### src/rtl/phy_rst_seq.sv
// PHY reset/ready sequencer with a synchronised, debounced, sticky PHY interrupt flag and event counter.
// Drives the shared RGMII PHY reset pin and gates interrupt events on the READY state.
module phy_rst_seq #(
    parameter int unsigned RST_ASSERT_CYC = 125000,
    parameter int unsigned POST_WAIT_CYC  = 6250000,
    parameter int unsigned DEB_CYC        = 16
) (
    input  logic        clk,
    input  logic        rst_n,
    input  logic        sw_rst_req,
    input  logic        phy_int_n,
    input  logic        int_ack,
    output logic        phy_rst_n,
    output logic        phy_ready,
    output logic        int_pending,
    output logic [15:0] int_count,
    output logic [1:0]  seq_state
);

    localparam int unsigned MAX_CYC = (RST_ASSERT_CYC > POST_WAIT_CYC) ? RST_ASSERT_CYC : POST_WAIT_CYC;
    // Counters only ever hold terminal-1, so clog2 of the terminal value is enough.
    localparam int CW = (MAX_CYC > 1) ? $clog2(MAX_CYC) : 1;
    localparam int DW = (DEB_CYC > 1) ? $clog2(DEB_CYC) : 1;

    localparam logic [CW-1:0] RST_LAST  = CW'(RST_ASSERT_CYC - 1);
    localparam logic [CW-1:0] POST_LAST = CW'(POST_WAIT_CYC - 1);
    localparam logic [DW-1:0] DEB_LAST  = DW'(DEB_CYC - 1);

    typedef enum logic [1:0] {
        S_RESET_HOLD = 2'd0,
        S_WAIT_READY = 2'd1,
        S_READY      = 2'd2
    } state_t;

    state_t        state_q, state_d;
    logic [CW-1:0] cnt_q, cnt_d;
    logic          phy_rst_n_q, phy_rst_n_d;
    logic          phy_ready_q, phy_ready_d;

    logic [1:0]    sync_q, sync_d;
    logic [DW-1:0] deb_q, deb_d;
    logic          filt_q, filt_d;
    logic          filt_prev_q, filt_prev_d;
    logic          pending_q, pending_d;
    logic [15:0]   count_q, count_d;
    logic          int_event;

    always_ff @(posedge clk or negedge rst_n) begin
        if (!rst_n) begin
            state_q     <= S_RESET_HOLD;
            cnt_q       <= '0;
            phy_rst_n_q <= 1'b0;
            phy_ready_q <= 1'b0;
        end else begin
            state_q     <= state_d;
            cnt_q       <= cnt_d;
            phy_rst_n_q <= phy_rst_n_d;
            phy_ready_q <= phy_ready_d;
        end
    end

    always_comb begin
        state_d = state_q;
        cnt_d   = cnt_q + 1'b1;
        case (state_q)
            S_RESET_HOLD: begin
                if (cnt_q == RST_LAST) begin
                    state_d = S_WAIT_READY;
                    cnt_d   = '0;
                end
            end
            S_WAIT_READY: begin
                if (cnt_q == POST_LAST) begin
                    state_d = S_READY;
                    cnt_d   = '0;
                end
            end
            S_READY: cnt_d = '0;
            default: begin
                state_d = S_RESET_HOLD;
                cnt_d   = '0;
            end
        endcase
        // Software request overrides any same-cycle expiry and restarts the hold.
        if (sw_rst_req) begin
            state_d = S_RESET_HOLD;
            cnt_d   = '0;
        end
        phy_rst_n_d = (state_d != S_RESET_HOLD);
        phy_ready_d = (state_d == S_READY);
    end

    always_ff @(posedge clk or negedge rst_n) begin
        if (!rst_n) begin
            sync_q      <= 2'b11;
            deb_q       <= '0;
            filt_q      <= 1'b1;
            filt_prev_q <= 1'b1;
            pending_q   <= 1'b0;
            count_q     <= '0;
        end else begin
            sync_q      <= sync_d;
            deb_q       <= deb_d;
            filt_q      <= filt_d;
            filt_prev_q <= filt_prev_d;
            pending_q   <= pending_d;
            count_q     <= count_d;
        end
    end

    always_comb begin
        sync_d      = {sync_q[0], phy_int_n};
        filt_d      = filt_q;
        deb_d       = '0;
        filt_prev_d = filt_q;
        if (sync_q[1] != filt_q) begin
            if (deb_q == DEB_LAST) filt_d = ~filt_q;
            else                   deb_d  = deb_q + 1'b1;
        end

        int_event = filt_prev_q & ~filt_q & (state_q == S_READY);

        pending_d = pending_q;
        count_d   = count_q;
        if (int_event) begin
            pending_d = 1'b1;
            if (count_q != 16'hFFFF) count_d = count_q + 16'd1;
        end else if (int_ack) begin
            pending_d = 1'b0;
        end
        if (state_d == S_RESET_HOLD && (sw_rst_req || state_q != S_RESET_HOLD))
            pending_d = 1'b0;
    end

    assign phy_rst_n   = phy_rst_n_q;
    assign phy_ready   = phy_ready_q;
    assign int_pending = pending_q;
    assign int_count   = count_q;
    assign seq_state   = state_q;

endmodule

### config.mk
export PLATFORM = sky130hd
export DESIGN_NAME = phy_rst_seq
export DESIGN_NICKNAME = d
export VERILOG_FILES = /design/src/rtl/phy_rst_seq.sv
export SDC_FILE = /design/constraint.sdc
export NUM_CORES = 1
export LEC_CHECK = 0
export ABC_AREA = 1
export CORE_ASPECT_RATIO = 1.75
export CORE_MARGIN = 8
export CORE_UTILIZATION = 52
export DETAILED_ROUTE_END_ITERATION = 16
export PLACE_DENSITY = 0.86
export SLEW_MARGIN = 0
export SYNTH_ARGS = -nofsm -noshare
export SYNTH_HDL_FRONTEND = slang
export SYNTH_SLANG_ARGS = --single-unit
### constraint.sdc
create_clock -name clk -period 1.44 [get_ports clk]
set_input_delay 0.36 -clock clk [delete_from_list [all_inputs] [get_ports clk]]
set_output_delay 0.36 -clock clk [all_outputs]
set_load 0.05 [all_outputs]
# == Word level (Yosys, flattened, before mapping) ==
# Cells that the tools add are included.
# totals
latchBits,0
mem_bits_rw,0
register_bits,52
memories,0
out_inout_bits,21
mem_bits_ro,0
wordCells,46
inputBits,5
# classes
n_div,0
shift,0
n_mul,0
order_cmp,0
eq_ne,8
addsub,3
bitwise,3
muxes,13
reduce_logical,9
# ops
cell,n
$mux 23,3
$pmux 23 s2,1
$add 23x1->23 const B,1
$eq 23x17->1 const B,1
$eq 23x23->1 const B,1
$add 16x1->16 const B,1
$ne 16x16->1 const B,1
$mux 4,2
$mux 2,3
$pmux 2 s3,1
$add 4x1->4 const B,1
$eq 2x2->1 const B,2
$eq 4x4->1 const B,1
$logic_not 2->1,2
$reduce_and 2->1,2
$reduce_bool 2->1,2
$mux 1,3
$reduce_bool 3->1,1
$and 1x1->1,2
$eq 2x1->1 const B,1
$logic_and 1x1->1,1
$logic_or 1x1->1,1
$ne 1x1->1,1
$not 1->1,1

# == Depth between registers and ports, before layout ==
# Gate-level depths: netlist of run 1.
# depth
depth_word,7
depth_mapped,11
ltp_nobuf,10

# == Worst setup path before layout of run 1 ==
# No wires, ideal clock.
# synth_path
path_type,register to register
startpoint,"reg count_q[0], in the netlist int_count[0]"
endpoint,"reg count_q[3], in the netlist int_count[3]"
setup_ps,122
t_arrival_ps,1791
path_buffers,1
path_slack_ps,-474
stages_incl_launch_ff,10
period_less_slack_ps,1914
cell_sequence,dfrtp_1 -> ha_1 -> nand3_2 -> nor2_4 -> nand4_2 -> nand2_2 -> nand2_4 -> buf_6 -> nand2_2 -> o21ai_2
# synth_via
elab_chain_cells,2
# synth_rtl
element,line_no,text
start: declaration,45,"logic [15:0] count_q, count_d;"
start signal: assignment,107,count_q <= count_d;
branches (longest 2 deep; another with $add 16x1->16),n/a,
# Parallel ways; which one is timed is not known.
# A chain may end at the register's enable or synchronous reset.

# == Final worst setup path of run 1 ==
# layout_path
startpoint,reg cnt_q[10]
endpoint,reg cnt_q[17]
# layout_via
elab_chain_cells,4
# layout_rtl
element,line_no,text
start: declaration,36,"logic [CW-1:0] cnt_q, cnt_d;"
start signal: assignment,56,cnt_q <= cnt_d;
"$add 23x1->23, or another cell as far along",64,cnt_d = cnt_q + 1'b1;
"$mux 23, on equally long branches","73, 67",
$pmux 23 s2 *,65,case (state_q)
$mux 23 *,85,if (sw_rst_req) begin
net cnt_d[17],36,
# Mark *: on every way through the listed nets, which the timed path passes. The rest lies on a longest branch.

==> metrics.md, run 1 <==
| Metric | Value |
|---|---|
| Residual DRC count | `0` |
| Pwr dens | `617 mW/mm2` |
| CP cell instances | `buf_4 -> nand2_1 -> nor2_1 -> nand2_1 -> nor2_2 -> nand2_1 -> nand2_1 -> nand2_1 -> nor2_1` |
| Top cells by area, synth | `dfrtp_1 41%, nand2_1 13%, nor2_1 9.5%` |
| Crit path largest cell delay | `0.45 ns` |
| Final Total Pwr | `2.89 mW` |
| Top_reg_cell synth | `dfrtp_1` |
| Register share of total power | `51.9%` |
| Largest net degree at the start of global routing | `29` |
| Synth Warn # | `0` |
| Clock skew | `0.00987 ns` |
| Highest Signal Layer | `met4` |
| Post-synth EDFFs | `0` |
| Count of different cell masters after synthesis | `28` |
| Overall die width | `72.8 um` |
| Root Driver | `clkbuf_8` |
| Slowest stage cell, crit path | `dfrtp_1` |
| Relative slew slack | `74.6%` |
| Synth cell count leaders | `103 x nand2_1, 74 x nor2_1, 48 x dfrtp_1, 44 x inv_1, 24 x nand3_1` |
| Setup ws final | `-0.260 ns` |
| CTS H-tree lvls | `2` |
| MaxCap Viol Count | `0` |
| Sequential area share after synthesis | `44.5%` |
| Die Footprint | `0.00840 mm2` |
| GRT overflow | `0` |
| Max Buffers Root-to-Sink | `2` |
| Cells after DPL | `542` |
| Async set or reset register ratio after synthesis | `100%` |
| Die Y | `115 um` |
| Cell count after synthesis | `384` |
| HPWL Detailed | `6810 um` |
| GRT Total Usage | `25.9%` |
| Clock sink count | `52` |
| Worst endpoint required time | `1.71 ns` |
| WL met2 | `6930 um` |
| N_diodes | `0` |
| Layout area overhead | `59.5%` |
| Mean Syn Cell Area | `7.64 um2` |
| Crit-path leading delay family | `simple AND/OR/NAND/NOR gates` |
| Cell leakage power | `2.15 nW` |
| Failing checks | `negative setup slack` |
| Crit-path most repeated cell | `nand2_1` |
| Slew Limit Fails | `0` |
| Initial Util | `53.4%` |
| Synth Register Bits | `52` |
| Vias per Instance | `5.87` |
| Top cell type's share of synthesized area | `40.9%` |
| HP Class | `reg2reg` |
| CTS Buf Count | `5` |
| Worst Hold Slack | `0.368 ns` |
| Detailed Route WL | `12,900 um` |
| Status | `finished with violations` |
| Min cycle time layout | `1.70 ns` |
| F_max | `0.588 GHz` |
| First drt pass iteration count | `6` |
| Worst slew pin tran | `0.381 ns` |
| Initial antenna violation count | `0` |
| PortBufs | `25` |
| Core area | `0.00550 mm2` |
| Arr. time, crit path | `1.97 ns` |
| Switching part of the total power | `24.9%` |
| Post-route insts no fill | `569` |
| Clock Latency Late Sink | `0.34 ns` |
| Internal power | `2.17 mW` |
| Layout Nets | `500` |
| Critical Path Source Type | `register` |
| GP Congestion | `0.978` |
| Clock share of power | `41.7%` |
| Final period util | `118%` |
| Final setup fails | `49` |
| Worst-path fanout max | `4` |
| Layout cell share with drive strength beyond 1 | `46.2%` |
| Initial drt markers | `318` |
| Met3 routed WL | `865 um` |
| DRT antenna net count | `0` |
| Most common cell in the synthesized netlist | `nand2_1` |
| Clock-pin slew of the registers on the worst-case setup and hold paths | `0.11 ns` |
| Vias in the first global route | `3,368` |
| Area leader, netlist | `dfrtp_1` |
| Peak supply drop | `0.571 mV` |
| Via Count | `3,340` |
| Final Hold Viols | `0` |
| Fill count | `275` |
| Setup TNS | `-7.82 ns` |
| P_sw | `0.721 mW` |
| RSZ-0062 raised after global routing | `true` |
| Crit path buf inv count | `1` |
| Post-DR wirelength/cell | `22.7 um` |
| Combinational power share | `6.4%` |
| Critical path endpoint category | `register` |
| TritonCTS clock tree | `yes` |
| Mapped Area | `0.00294 mm2` |
| Syn Nets | `392` |
| First-pass GRT wire length | `16,300 um` |
| Row count | `36` |
| Post-Route M1 WL | `4000 um` |
| Setup CP Type | `reg2reg` |
| Ports | `26` |
==> stage by stage <==
stage,util [%],setup WS [ns],instance area [um2]
after floorplan,-,-0.220,2990
after global placement,72.8,-0.0445,4000
after detailed placement,72.8,-0.137,4000
after CTS,77.4,-0.0410,4250
after global routing,85.2,-0.386,4680
final,85.2,-0.260,4680
==> cell type report <==
| type | count | area [um2] | area share (%) |
|---|---|---|---|
| clock buffer | 7 | 96.3 | 2.06 |
| clock inverter | 1 | 30.0 | 0.641 |
| inverter | 49 | 184 | 3.93 |
| multi-input combinational | 279 | 1770 | 37.9 |
| sequential | 52 | 1330 | 28.4 |
| tap | 76 | 95.1 | 2.03 |
| timing repair buffer | 105 | 1170 | 25.1 |
==> sequential cells by signal, indices dropped and copies added (netlist names) <==
signal       count
cnt_q           23
int_count       16
deb_q            4
seq_state        2
sync_q           2
filt_prev_d      1
filt_prev_q      1
int_pending      1
phy_ready        1
phy_rst_n        1
==> worst paths after layout <==
| check | cells past startpoint | to | startpoint | slack, ns |
|---|---|---|---|---|
| max | 9 | cnt_q[17] | cnt_q[10] | -0.26 |
| min | 0 | sync_q[1] | sync_q[0] | 0.37 |
| max reg2reg | 9 | cnt_q[17] | cnt_q[10] | -0.26 |
| min reg2reg | 0 | sync_q[1] | sync_q[0] | 0.37 |
| max in group asynchronous | 3 | filt_prev_q | rst_n | 0.42 |
| min in group asynchronous | 2 | int_count[9] | rst_n | 0.47 |
==> power by group through the flow <==
stage	clock network [mW]	logic, mW	registers (mW)
detailed placement	0	0.122	1.52
global placement	0	0.117	1.52
global route	1.23	0.196	1.50
CTS	1.14	0.128	1.50
finish	1.20	0.186	1.50
floorplan	0	0.0470	1.52
==> metal layers <==
metal	up-vias	global-route usage (%)
li1	1397	-
met1	1619	22.2
met2	224	48.4
met3	100	6.11
met4	0	21.0
met5	-	0
==> logic make-up (layout without fill, tap and decap cells) <==
kind of cell	count (synthesis)	count (layout)	synth area share [%]
buf+inv	53	162	7.54
compound gates	17	17	4.09
fa+ha+maj	3	3	1.28
flops	52	52	44.5
xor+xnor	27	27	8.06
mux	1	1	0.384
simple gates	231	231	34.1
==> cell usage in the layout (no fill, tap or decap), types with 2 or more instances in the layout <==
cell type	n
o21ai_0	2
nor2_4	14
nand3_2	3
nor2_2	18
dfrtp_1	31
o21ai_2	10
clkbuf_8	7
nand4_1	4
xor2_2	3
buf_12	26
buf_4	68
nand3_1	19
nor3_1	4
inv_2	9
clkdlybuf4s50_1	3
nor2_1	45
xnor2_1	6
dfrtp_2	17
nor3_4	4
nand3_4	4
dfstp_2	4
nand2_4	4
clkbuf_16	2
nor3_2	3
xor2_1	16
buf_6	3
nand2_2	20
inv_1	40
o21ai_1	2
ha_4	2
nand2_1	88
==> repair_timing <==
item / 4_1_cts / 5_1_grt
gates cloned: 0 / 3
pin swaps: 2 / 19
hold buffers: 1 / 0
setup endpoints to repair: 41 / 49
hold endpoints to repair: 10 / 0
buffers inserted: 3 / 12
resized for setup: 23 / 79
Power figures use the tool's default switching activity.
==> run 2: changes to the inputs <==
ABC_AREA = 0   (was 1)
CORE_UTILIZATION = 51   (was 52)
CTS_CLUSTER_SIZE = 16   (was default)
GPL_ROUTABILITY_DRIVEN = 0   (was default)
PLACE_DENSITY = 0.85   (was 0.86)
==> run 2 against run 1 <==
- sequential power about the same
- fmax down 17%
- wire length is 0.63% higher
- final cell count is 25% lower
- combinational power shrank 23%
- critical path depth decreased by 2
- area after synthesis is 8.7% lower
- flip-flop and latch count is the same
- highest routed layer unchanged
- synthesized cell count fell by 36%
- the flow finishes with violations (negative hold slack, negative setup slack)
- largest cell class unchanged
==> metrics.md, run 2 <==
| Metric | Value |
|---|---|
| Status | `finished with violations` |
| Failing checks | `negative hold slack, negative setup slack` |
| Design area | `0.00457 mm2` |
| DRT antenna net count | `0` |
| Clock Latency Late Sink | `0.34 ns` |
| Final period util | `142%` |
| Most flop-heavy register | `cnt_q` |
| Post-synth EDFFs | `0` |
| Adder-cell share of the synthesized area | `1.40%` |
| Most common cell after layout, fill and taps aside | `buf_4` |
| P_sw | `0.682 mW` |
| Post-route insts no fill | `426` |
| GRT overflow | `0` |
| Initial antenna violation count | `0` |
| Final Core Density | `88.5%` |
| Fraction of synthesized area in multiplexers | `1.26%` |
| Crit-path leading delay family | `simple AND/OR/NAND/NOR gates` |
| CP cell instances | `ha_4 -> nand3_4 -> buf_6 -> nor4_1 -> buf_4 -> xnor2_1 -> a211oi_1` |
| CTS Buf Count | `5` |
| Max reg flops | `23` |
| RSZ-0062 raised after global routing | `true` |
| Layout Nets | `378` |
| Reg2Reg Depth | `7` |
| Switching part of the total power | `26.4%` |
| Min cycle time layout | `2.04 ns` |
| First drt pass iteration count | `7` |
| XOR/XNOR share of the synthesized area | `8.82%` |
| Largest net degree at the start of global routing | `53` |
| Met3 routed WL | `1120 um` |
| HPWL Detailed | `6060 um` |
| Layout area overhead | `70.6%` |
| Area leader, netlist | `dfrtp_1` |
| N_diodes | `0` |
| Relative slew slack | `64.3%` |
| Setup CP Type | `reg2reg` |
| Via Count | `3,122` |
| Post-synthesis compound-gate area fraction | `14.2%` |
| Internal power | `1.90 mW` |
| Root Driver | `clkbuf_8` |
| Arr. time, crit path | `2.25 ns` |
| Post-DR wirelength/cell | `30.5 um` |
| Capturing point of the worst reg2reg path | `cnt_q[14]` |
| Core area | `0.00517 mm2` |
| Clock sink count | `52` |
| Post-Place Worst Slack | `-0.488 ns` |
| Reg-to-Reg Start | `cnt_q[1]` |
| Residual DRC count | `0` |
| F_max | `0.491 GHz` |
| Main combinational cell family by area after synthesis | `simple AND/OR/NAND/NOR gates` |
| Vias in the first global route | `3,050` |
| Crit path largest cell delay | `0.46 ns` |
| Worst endpoint required time | `1.65 ns` |
| Register share of total power | `58.2%` |
| HP Class | `in2async` |
| Top cell type's share of synthesized area | `44.8%` |
| Die Footprint | `0.00792 mm2` |
| Count of different cell masters after synthesis | `57` |
| Cell leakage power | `1.91 nW` |
| Highest Signal Layer | `met4` |
| Die Y | `112 um` |
| Pwr dens | `564 mW/mm2` |
| Flop-to-flop setup slack | `-0.60 ns` |
| Register area | `0.00133 mm2` |
| Cell count after synthesis | `247` |
| Critical path endpoint category | `register` |
| Row count | `35` |
| Detailed Route WL | `13,000 um` |
| Syn Nets | `255` |
| Worst-path fanout max | `3` |
| Peak supply drop | `0.681 mV` |
| Multi-input combinational cell area | `0.00169 mm2` |
| Top_reg_cell synth | `dfrtp_1` |
| Synth cell count leaders | `48 x dfrtp_1, 16 x xor2_1, 13 x a211oi_1, 13 x nand2_1, 12 x nand3_1` |
| Layout cell share with drive strength beyond 1 | `59.0%` |
| Mapped Area | `0.00268 mm2` |
| Simple-gate portion of the synthesized area | `22.2%` |
| Initial Util | `51.9%` |
| Cells after DPL | `396` |
| Crit path buf inv count | `2` |
| TritonCTS clock tree | `yes` |
| PortBufs | `25` |
| WL met2 | `6510 um` |
| Vias per Instance | `7.33` |
| Final setup fails | `51` |
| Post-Route M1 WL | `4200 um` |
| Worst Hold Slack | `-0.0222 ns` |
| First-pass GRT wire length | `17,100 um` |
| Clock-pin slew of the registers on the worst-case setup and hold paths | `0.11 ns` |
| MaxCap Viol Count | `0` |
| Final Total Pwr | `2.58 mW` |
| Slew Limit Fails | `0` |
| Most common cell in the synthesized netlist | `dfrtp_1` |
| Fill count | `181` |
| Initial drt markers | `351` |
| Top cells by area, synth | `dfrtp_1 45%, xor2_1 5.2%, dfstp_2 3.9%` |
| Clock skew | `0.0157 ns` |
| Setup TNS | `-17.00 ns` |
| Clock share of power | `36.3%` |
| Most frequent cells in the layout | `75 x buf_4, 30 x dfrtp_1, 24 x buf_12` |
| Combinational power share | `5.5%` |
| Worst slew pin tran | `0.531 ns` |
| Placed Area | `0.00394 mm2` |
| CTS H-tree lvls | `2` |
| Overall die width | `70.8 um` |
| Synth Warn # | `0` |
| Slowest stage cell, crit path | `dfrtp_1` |
| Final Hold Viols | `7` |
| Sequential area share after synthesis | `48.7%` |
| Synth Register Bits | `52` |
| Ports | `26` |
| Max Buffers Root-to-Sink | `2` |
| Setup ws final | `-0.598 ns` |
| Async set or reset register ratio after synthesis | `100%` |
| Mean Syn Cell Area | `10.9 um2` |
| Critical Path Source Type | `register` |
| GRT Total Usage | `28.4%` |
## run 2: cell types whose count changed in the layout (fill, tap and decap cells not counted), sizes merged, moves of 13 or more
cell | before | now
a211oi | 0 | 13
inv | 49 | 10
nor2 | 77 | 7
nand3 | 26 | 13
buf | 99 | 124
nand2 | 112 | 13
## run 2: power by group through the flow
stage | Combinational, mW | Clock [mW] | Sequential (mW)
6_report | 0.143 | 0.936 | 1.50
2_1_floorplan | 0.0420 | 0 | 1.52
3_3_place_gp | 0.111 | 0 | 1.52
5_1_grt | 0.152 | 0.990 | 1.50
3_5_place_dp | 0.116 | 0 | 1.52
4_1_cts | 0.118 | 0.904 | 1.50
## run 2: cell type report
| type | instances | area share (%) |
|---|---|---|
| sequential | 52 | 29.1 |
| timing repair buffer | 127 | 29.7 |
| tap | 55 | 1.51 |
| inverter | 8 | 0.657 |
| clock buffer | 5 | 1.51 |
| clock inverter | 3 | 0.575 |
| multi-input combinational | 176 | 37.0 |
## run 2: kinds of logic after synthesis
family,after synthesis
flip-flops,52
adder cells (fa/ha/maj),3
buffers and inverters,19
XOR/XNOR,27
multiplexers,3
AND/OR/NAND/NOR,92
AO/OA/AOI/OAI,51
## run 2: layer usage
layer  vias up  track usage (%)
met5         -                0
met4         0             23.5
met3       124             5.31
met2       322             50.1
met1      1494             27.4
li1       1182                -
## run 2: worst max-delay path by stage
stage,cells past startpoint,slack [ns],end,startpoint
final,7,-0.60,cnt_q[14],cnt_q[1]
after global routing,5,-0.77,cnt_q[15],cnt_q[1]
after CTS,5,-0.45,cnt_q[1],cnt_q[5]
after detailed placement,5,-0.49,cnt_q[20],cnt_q[5]
after global placement,5,-0.43,cnt_q[20],cnt_q[5]
after floorplan,5,-0.45,cnt_q[10],cnt_q[5]
## run 2: worst reg2reg max path, cell delays in order, from the launching register on
cell	delay [ns]
dfrtp_1	0.46
ha_4	0.20
nand3_4	0.09
buf_6	0.14
nor4_1	0.39
buf_4	0.22
xnor2_1	0.10
a211oi_1	0.33
## run 2: timing repair
item	CTS	global route
hold buffers	0	0
buffers inserted	9	16
gates cloned	1	0
setup endpoints to repair	44	50
gates resized for setup	39	34
pin swaps	23	22
